### config.mk
export PLATFORM = sky130hd
export DESIGN_NAME = dram_cmd_fsm
export DESIGN_NICKNAME = d
export VERILOG_FILES = /design/src/rtl/dram_cmd_fsm.sv
export SDC_FILE = /design/constraint.sdc
export NUM_CORES = 1
export LEC_CHECK = 0
export BUFFER_PORTS_ARGS = -buffer_cell sky130_fd_sc_hd__buf_2
export CAP_MARGIN = 20
export CORE_MARGIN = 10
export CORE_UTILIZATION = 40
export CTS_CLUSTER_SIZE = 25
export DETAILED_ROUTE_END_ITERATION = 12
export GPL_TIMING_DRIVEN = 0
export PLACE_DENSITY = 0.72
export SLEW_MARGIN = 0
export SYNTH_ARGS = -nofsm -noshare
export SYNTH_HDL_FRONTEND = slang
export SYNTH_SLANG_ARGS = --single-unit
### constraint.sdc
create_clock -name CLK -period 2.3 [get_ports CLK]
set_clock_uncertainty 0.15 [all_clocks]
set_input_delay 0.115 -clock CLK [delete_from_list [all_inputs] [get_ports CLK]]
set_output_delay 0.115 -clock CLK [all_outputs]
set_load 0.02 [all_outputs]
### src/rtl/dram_cmd_fsm.sv
// Single-request DRAM command sequencer: walks one mapped request through
// PRE/ACT/RD/WR under tRP, tRCD, tRAS and data-latency timing, then pulses done.
module dram_cmd_fsm #(
  parameter int BANK_W  = 4,
  parameter int ROW_W   = 16,
  parameter int COL_W   = 10,
  parameter int T_RCD   = 4,
  parameter int T_RP    = 4,
  parameter int T_RAS   = 10,
  parameter int T_CL    = 4,
  parameter int T_BURST = 4
) (
  input  logic              CLK,
  input  logic              nRST,
  input  logic              req_valid,
  output logic              req_ready,
  input  logic              req_rw,
  input  logic [BANK_W-1:0] req_bank,
  input  logic [ROW_W-1:0]  req_row,
  input  logic [COL_W-1:0]  req_col,
  input  logic [1:0]        row_stat,
  output logic [2:0]        cmd,
  output logic [BANK_W-1:0] cmd_bank,
  output logic [ROW_W-1:0]  cmd_row,
  output logic [COL_W-1:0]  cmd_col,
  output logic              done,
  output logic              busy
);

  localparam int DATA_CYC = T_CL + T_BURST;
  localparam int MAX_A    = (T_RAS > DATA_CYC) ? T_RAS : DATA_CYC;
  localparam int MAX_B    = (T_RCD > T_RP) ? T_RCD : T_RP;
  localparam int CNT_MAX  = (MAX_A > MAX_B) ? MAX_A : MAX_B;
  localparam int CNT_W    = $clog2(CNT_MAX + 1);

  localparam logic [CNT_W-1:0] RP_LOAD   = CNT_W'(T_RP - 2);
  localparam logic [CNT_W-1:0] RCD_LOAD  = CNT_W'(T_RCD - 2);
  localparam logic [CNT_W-1:0] RAS_LOAD  = CNT_W'(T_RAS - 1);
  localparam logic [CNT_W-1:0] DATA_LOAD = CNT_W'(DATA_CYC - 1);
  localparam logic [CNT_W-1:0] CNT_ONE   = CNT_W'(1);

  typedef enum logic [2:0] {
    S_IDLE,
    S_PRE,
    S_WAIT_RP,
    S_ACT,
    S_WAIT_RCD,
    S_RW,
    S_WAIT_DATA
  } state_e;

  typedef enum logic [2:0] {
    CMD_NOP = 3'd0,
    CMD_ACT = 3'd1,
    CMD_RD  = 3'd2,
    CMD_WR  = 3'd3,
    CMD_PRE = 3'd4
  } cmd_e;

  state_e             state_q, state_d;
  logic [CNT_W-1:0]   wait_q, wait_d;
  logic [CNT_W-1:0]   ras_q, ras_d;
  logic               rw_q, rw_d;
  logic [BANK_W-1:0]  bank_q, bank_d;
  logic [ROW_W-1:0]   row_q, row_d;
  logic [COL_W-1:0]   col_q, col_d;
  logic [BANK_W-1:0]  last_bank_q;
  logic [ROW_W-1:0]   last_row_q;
  logic [COL_W-1:0]   last_col_q;
  cmd_e               cmd_c;
  logic               done_c;

  // NOTE: every variable gets a default before the case so no path leaves
  // one unassigned; otherwise always_comb would infer a latch.
  always_comb begin
    state_d = state_q;
    wait_d  = wait_q;
    ras_d   = (ras_q == '0) ? '0 : ras_q - CNT_ONE;
    rw_d    = rw_q;
    bank_d  = bank_q;
    row_d   = row_q;
    col_d   = col_q;
    cmd_c   = CMD_NOP;
    done_c  = 1'b0;

    unique case (state_q)
      S_IDLE: begin
        if (req_valid) begin
          rw_d   = req_rw;
          bank_d = req_bank;
          row_d  = req_row;
          col_d  = req_col;
          unique case (row_stat)
            2'b00:   state_d = S_RW;
            2'b01:   state_d = S_ACT;
            default: state_d = S_PRE;
          endcase
        end
      end

      // Precharge waits out tRAS of the row opened by the previous request.
      S_PRE: begin
        if (ras_q == '0) begin
          cmd_c   = CMD_PRE;
          wait_d  = RP_LOAD;
          state_d = S_WAIT_RP;
        end
      end

      S_WAIT_RP: begin
        if (wait_q == '0) state_d = S_ACT;
        else              wait_d  = wait_q - CNT_ONE;
      end

      S_ACT: begin
        cmd_c   = CMD_ACT;
        ras_d   = RAS_LOAD;
        wait_d  = RCD_LOAD;
        state_d = S_WAIT_RCD;
      end

      S_WAIT_RCD: begin
        if (wait_q == '0) state_d = S_RW;
        else              wait_d  = wait_q - CNT_ONE;
      end

      S_RW: begin
        cmd_c   = rw_q ? CMD_WR : CMD_RD;
        wait_d  = DATA_LOAD;
        state_d = S_WAIT_DATA;
      end

      S_WAIT_DATA: begin
        if (wait_q == '0) begin
          done_c  = 1'b1;
          state_d = S_IDLE;
        end else begin
          wait_d = wait_q - CNT_ONE;
        end
      end

      default: state_d = S_IDLE;
    endcase
  end

  // NOTE: sequential state uses non-blocking assignments so every register
  // samples its pre-edge value regardless of statement order.
  always_ff @(posedge CLK or negedge nRST) begin
    if (!nRST) begin
      state_q     <= S_IDLE;
      wait_q      <= '0;
      ras_q       <= '0;
      rw_q        <= 1'b0;
      bank_q      <= '0;
      row_q       <= '0;
      col_q       <= '0;
      last_bank_q <= '0;
      last_row_q  <= '0;
      last_col_q  <= '0;
    end else begin
      state_q     <= state_d;
      wait_q      <= wait_d;
      ras_q       <= ras_d;
      rw_q        <= rw_d;
      bank_q      <= bank_d;
      row_q       <= row_d;
      col_q       <= col_d;
      last_bank_q <= cmd_bank;
      last_row_q  <= cmd_row;
      last_col_q  <= cmd_col;
    end
  end

  // Command fields show the captured request while a command is on the bus
  // and otherwise hold whatever was last driven.
  assign cmd       = cmd_c;
  assign cmd_bank  = (cmd_c != CMD_NOP) ? bank_q : last_bank_q;
  assign cmd_row   = (cmd_c == CMD_ACT) ? row_q : last_row_q;
  assign cmd_col   = (cmd_c == CMD_RD || cmd_c == CMD_WR) ? col_q : last_col_q;
  assign done      = done_c;
  assign busy      = (state_q != S_IDLE);
  assign req_ready = (state_q == S_IDLE);

endmodule

# [Word-level counts from Yosys, hierarchy flattened]
# Cells that the tools add are included.
[word_totals] reg_bits=72 in_bits=36 output_inout_bits=36
[classes] n_addsub=2 n_eq_ne=16 n_mux=20 reduce_logical=12
[ops] cell="case mux 3 bit (7 select lines)" n=1
[ops] cell="2-to-1 mux 4 bit" n=5
[ops] cell="2-to-1 mux 3 bit" n=6
[ops] cell="2-to-1 mux 16 bit" n=1
[ops] cell="case mux 4 bit (4 select lines)" n=1
[ops] cell="equality test 3 x 2 -> 1 bit, second input constant" n=4
[ops] cell="!= test 2 bit, second input constant" n=6
[ops] cell="2-to-1 mux 10 bit" n=1
[ops] cell="equality test 3 bit, second input constant" n=3
[ops] cell="case mux 3 bit (3 select lines)" n=1
[ops] cell="logical NOT 4 bit" n=2
[ops] cell="subtractor 4 x 1 -> 4 bit, second input constant" n=2
[ops] cell="equality test 3 x 1 -> 1 bit, second input constant" n=2
[ops] cell="case mux 3 bit (2 select lines)" n=1
[ops] cell="nonzero test 3 bit" n=2
[ops] cell="AND reduction 5 bit" n=1
[ops] cell="nonzero test 4 bit" n=1
[ops] cell="logical NOT 3 bit" n=1
[ops] cell="2-to-1 mux 1 bit" n=3
[ops] cell="AND reduction 3 bit" n=1
[ops] cell="OR reduction 3 bit" n=1
[ops] cell="equality test 2 x 1 -> 1 bit, second input constant" n=1
[ops] cell="logical NOT 2 bit" n=1
[ops] cell="AND reduction 2 bit" n=1
[ops] cell="logical OR 1 bit" n=1

# [Logic depth before layout (Yosys ltp)]
[logic_depth] ltp_word=6 ltp_mapped=6 ltp_nobuf=6

# [Worst setup path before layout]
# OpenSTA, ideal clock, no wires.
[synth_timing] path_type="register to register" start="register wait_q[0]" end="register state_q[1]" arrival_time_ns=1.529 path_slack_ns=0.520 stages_incl_launch_ff=7 path_buffers=0 period_less_slack_ns=1.780 path_cell_list="dfrtp_1 > inv_1 > ha_1 > nor3b_4 > mux2i_1 > or3_1 > o311ai_2"
[synth_between] elab_chain_len=3 elab_cells_between_ends=5
[synth_lines] element="start, declared" line="61" rtl="logic [CNT_W-1:0] wait_q, wait_d;"
[synth_lines] element="start signal, assigned" line="162" rtl="wait_q <= wait_d;"
[synth_lines] element="logical NOT 4 bit *" line="111, 123, 134"
[synth_lines] element="!= test 2 bit (no source line)"
[synth_lines] element="AND reduction 5 bit (no source line) *"
[synth_lines] element="end signal, assigned" line="161" rtl="state_q <= state_d;"
[synth_lines] element="end, declared" line="60" rtl="state_e state_q, state_d;"
# Every way passes the cells marked *; elsewhere a longest branch is shown, timed or not.
# A chain may end at the register's enable or synchronous reset.

# [Worst setup path in the final report]
[layout_timing] start="register ras_q[0]" end="output port cmd_bank[1]"
[layout_between] elab_chain_len=5
[layout_lines] element="start, declared" line="62" rtl="logic [CNT_W-1:0] ras_q, ras_d;"
[layout_lines] element="start signal, assigned" line="163" rtl="ras_q <= ras_d;"
[layout_lines] element="logical NOT 4 bit" line="103" rtl="if (ras_q == '0) begin"
[layout_lines] element="2-to-1 mux 3 bit" line="103"
[layout_lines] element="case mux 3 bit (3 select lines)" line="86" rtl="unique case (state_q)"
[layout_lines] element="nonzero test 3 bit" line="177" rtl="assign cmd_bank = (cmd_c != CMD_NOP) ? bank_q : last_bank_q;"
[layout_lines] element="2-to-1 mux 4 bit" line="177"
[layout_lines] element="end, declared" line="23" rtl="output logic [BANK_W-1:0] cmd_bank,"
# No other way between the ends.

==> key figures <==
Outcome
  • Outcome: finished clean

Routing
  • 1st-iter DRT viols: 87
  • Via density: 4.81
  • Residual DRC: 0
  • Antenna-violating nets left: 0
  • DRT Wirelength: 7.27 mm
  • Via count: 2330
  • Mean routed wirelength per cell: 15.0 um
  • Initial DRT Pass Iterations: 4

Finish
  • # diodes: 0
  • Nets: 419
  • Share of cells above drive strength 1: 39.5%
  • Area growth from synthesis to layout: 37.2%
  • Final Instance Area: 0.00419 sq mm

CTS
  • H-Tree Depth: 3
  • Inserted Clock Buffers: 9
  • Root buf cell: clkbuf_8
  • Worst skew pair latency: 340 ps
  • CTS tree: yes
  • Sink Count: 72
  • Worst-path clk slew: 70 ps
  • Longest Clk Path Bufs: 2

Timing
  • Max-slew violations: 0
  • Worst-margin pin slew: 876 ps
  • Fin crit share: 95.7%
  • Rel. slew slack: 41.6%
  • Setup Viol. Count Final: 0
  • Fin crit period: 2200 ps
  • Hold Vio Cnt, Final: 0
  • Max Fclk: 0.454 GHz
  • Hold Slack: 290 ps

Worst setup path
  • Reg2reg start: wait_q[0]$_DFFE_PN0P_
  • Worst setup endpoint: cmd_bank[1]
  • Crit end category: primary output
  • Reg2reg path depth: 6
  • CP Data Required Time: 2040 ps
  • Register-to-register setup slack: 240 ps
  • Highest net fanout along the worst path: 5
  • Worst path arrival time: 1940 ps
  • R2r endpoint: state_q[1]$_DFFE_PN0P_
  • WS Path Type: flop to primary output
  • Crit path from: ras_q[0]$_DFF_PN0_
  • Critical path launch point type: flop

Pwr
  • Sw Pwr: 2250 uW
  • Comb pwr share: 44.6%
  • Peak supply drop: 740 uV
  • Switching Fraction: 38.4%
  • Internal power: 3620 uW
  • Leakage: 0.00204 uW
  • PwrDens: 1400 mW/mm^2
  • Seq pwr share: 37.9%
  • Clock power frac: 17.4%

Synth
  • Post-synthesis cell type count: 32
  • Yosys warnings: 0
  • Post-synthesis cell count: 257
  • Sequential share of the synthesized area: 59.0%
  • Area of the mapped netlist: 0.00306 sq mm
  • Syn_nets: 296
  • #FFs+latches synth: 72
  • Syn avg cell area: 11.9 sq um

Global routing
  • First-pass GRT wire length: 12.0 mm
  • Grt total ovfl: 0
  • Total global-route track usage: 12.8%
  • Number of global-route vias before repair: 2543
  • Largest net degree at the start of global routing: 73
  • Initial antenna violation count: 0

Floorplanning
  • Die span in y: 107 um
  • Placement row count: 31
  • Full die area: 0.0115 sq mm
  • Die W: 107 um
  • Placeable Area: 0.00733 sq mm
  • Starting density of the core: 41.7%
  • I/O pin count: 72

Placement
  • HPWL reported at the end of detailed placement: 4.77 mm
  • Final GP Congestion: 0.855
  • Post-place instance area: 0.00354 sq mm
  • Port Buffer Count: 71

Hold path
  • Hold WC Path Type: primary input to asynchronous set/reset pin

Flow run
  • MaxCap Viol Count: 0
-- cells by family after synthesis --
family / synth area share (%)
xor+xnor: 0.573
fa+ha+maj: 1.23
mux: 17.2
simple gates: 13.6
flops: 59.0
compound gates: 4.59
buf+inv: 3.81
-- synth_stat cells --
| cell type | count | area (sq um) |
|---|---|---|
| clkbuf_1 | 4 | 15.0 |
| nand3_1 | 3 | 15.0 |
| nand2b_1 | 1 | 6.26 |
| ha_1 | 3 | 37.5 |
| a31oi_1 | 1 | 6.26 |
| nand4bb_1 | 1 | 11.3 |
| o21ai_0 | 6 | 30.0 |
| mux2_2 | 39 | 439 |
| a21oi_1 | 8 | 40.0 |
| nor3b_4 | 2 | 37.5 |
| and3_1 | 2 | 12.5 |
| nand3b_1 | 1 | 7.51 |
| nor2_1 | 7 | 26.3 |
| inv_1 | 10 | 37.5 |
| o32a_2 | 1 | 11.3 |
| mux2_1 | 6 | 67.6 |
| or2_2 | 2 | 12.5 |
| dfrtp_1 | 72 | 1800 |
| mux2i_1 | 2 | 20.0 |
| nand2_1 | 59 | 221 |
| nor3b_1 | 1 | 7.51 |
| nor2b_1 | 1 | 6.26 |
| xnor2_1 | 2 | 17.5 |
| o311ai_2 | 1 | 16.3 |
| buf_2 | 6 | 30.0 |
| o211ai_2 | 1 | 12.5 |
| a211oi_1 | 2 | 15.0 |
| or3_1 | 2 | 12.5 |
| nor4b_1 | 1 | 8.76 |
| buf_6 | 3 | 33.8 |
| a211o_1 | 1 | 8.76 |
| nor3_1 | 6 | 30.0 |
-- cell type report --
cell class	count	area, sq um
Clock buffer	11	141
Tap cell	99	124
Clock inverter	5	63.8
Sequential cell	72	1800
Fill cell	619	3140
Buffer	12	85.1
Timing Repair Buffer	113	763
Inverter	10	37.5
Multi-Input combinational cell	162	1170
-- stage by stage --
stage	power, uW	instances	util [%]	TNS (ps)	setup slack [ps]
6_report	5880	484	57.2	0	99.3
5_1_grt	6330	484	57.2	-5.82	-5.82
4_1_cts	5840	480	56.2	0	10.5
3_5_place_dp	4720	427	48.3	0	222
3_3_place_gp	4600	427	48.2	0	265
2_1_floorplan	3950	257	-	0	520
-- layer usage --
metal	up-vias	GRT usage [%]	wire (um)
met3	7	5.33	544
li1	1112	-	-
met1	1148	14.4	2940
met4	0	4.96	70
met5	-	0	0
met2	63	21.3	3710
-- sequential cells by signal, summed over array words and instances, names as in the netlist, 3 cells and up --
register     cells
last_col_q      10
last_bank_q      4
last_row_q      16
state_q          3
bank_q           4
wait_q           4
row_q           16
col_q           10
ras_q            4
-- critical path: stages (launching register included) --
cell and delay [ps]:
dfrtp_1 360, inv_1 80, ha_4 170, nor3b_4 160
o211ai_4 280, mux2_2 380, buf_2 160
-- placed cells by master, fill, tap and decap left out, types with 4 or more instances in the layout --
master,Yosys,final
buf_2,6,73
buf_4,0,7
nor2_1,7,7
nor3_1,6,6
buf_6,3,4
o21ai_0,6,6
mux2_2,39,38
a21oi_1,8,8
dlygate4sd3_1,0,36
clkbuf_8,0,10
dfrtp_1,72,71
mux2_1,6,6
nand2_1,59,58
inv_1,10,10
-- worst min path at each step --
stage	cells past startpoint	start	endpoint	slack, ps
floorplan	0	nRST	bank_q[0]$_DFFE_PN0P_	-330
global placement	2	req_row[14]	row_q[14]$_DFFE_PN0P_	180
detailed placement	1	nRST	last_row_q[7]$_DFF_PN0_	150
CTS	2	nRST	last_row_q[6]$_DFF_PN0_	310
global route	2	last_row_q[14]$_DFF_PN0_	last_row_q[14]$_DFF_PN0_	340
finish	2	nRST	last_row_q[7]$_DFF_PN0_	290
-- power by group through the flow --
stage,clock network [uW],registers [uW],logic (uW)
after CTS,1060,2230,2560
after detailed placement,0,2250,2470
final,1020,2230,2620
after global routing,1120,2300,2900
after global placement,0,2200,2400
after floorplan,0,2150,1800
-- what timing repair did --
item,in CTS,in global routing
pin swaps,1,1
hold buffers,36,0
cloned,0,1
setup buffers,1,4
endpoints found under the hold margin,105,0
endpoints found under the setup margin,13,31
gates resized for setup,2,15
Power figures use the tool's default switching activity.
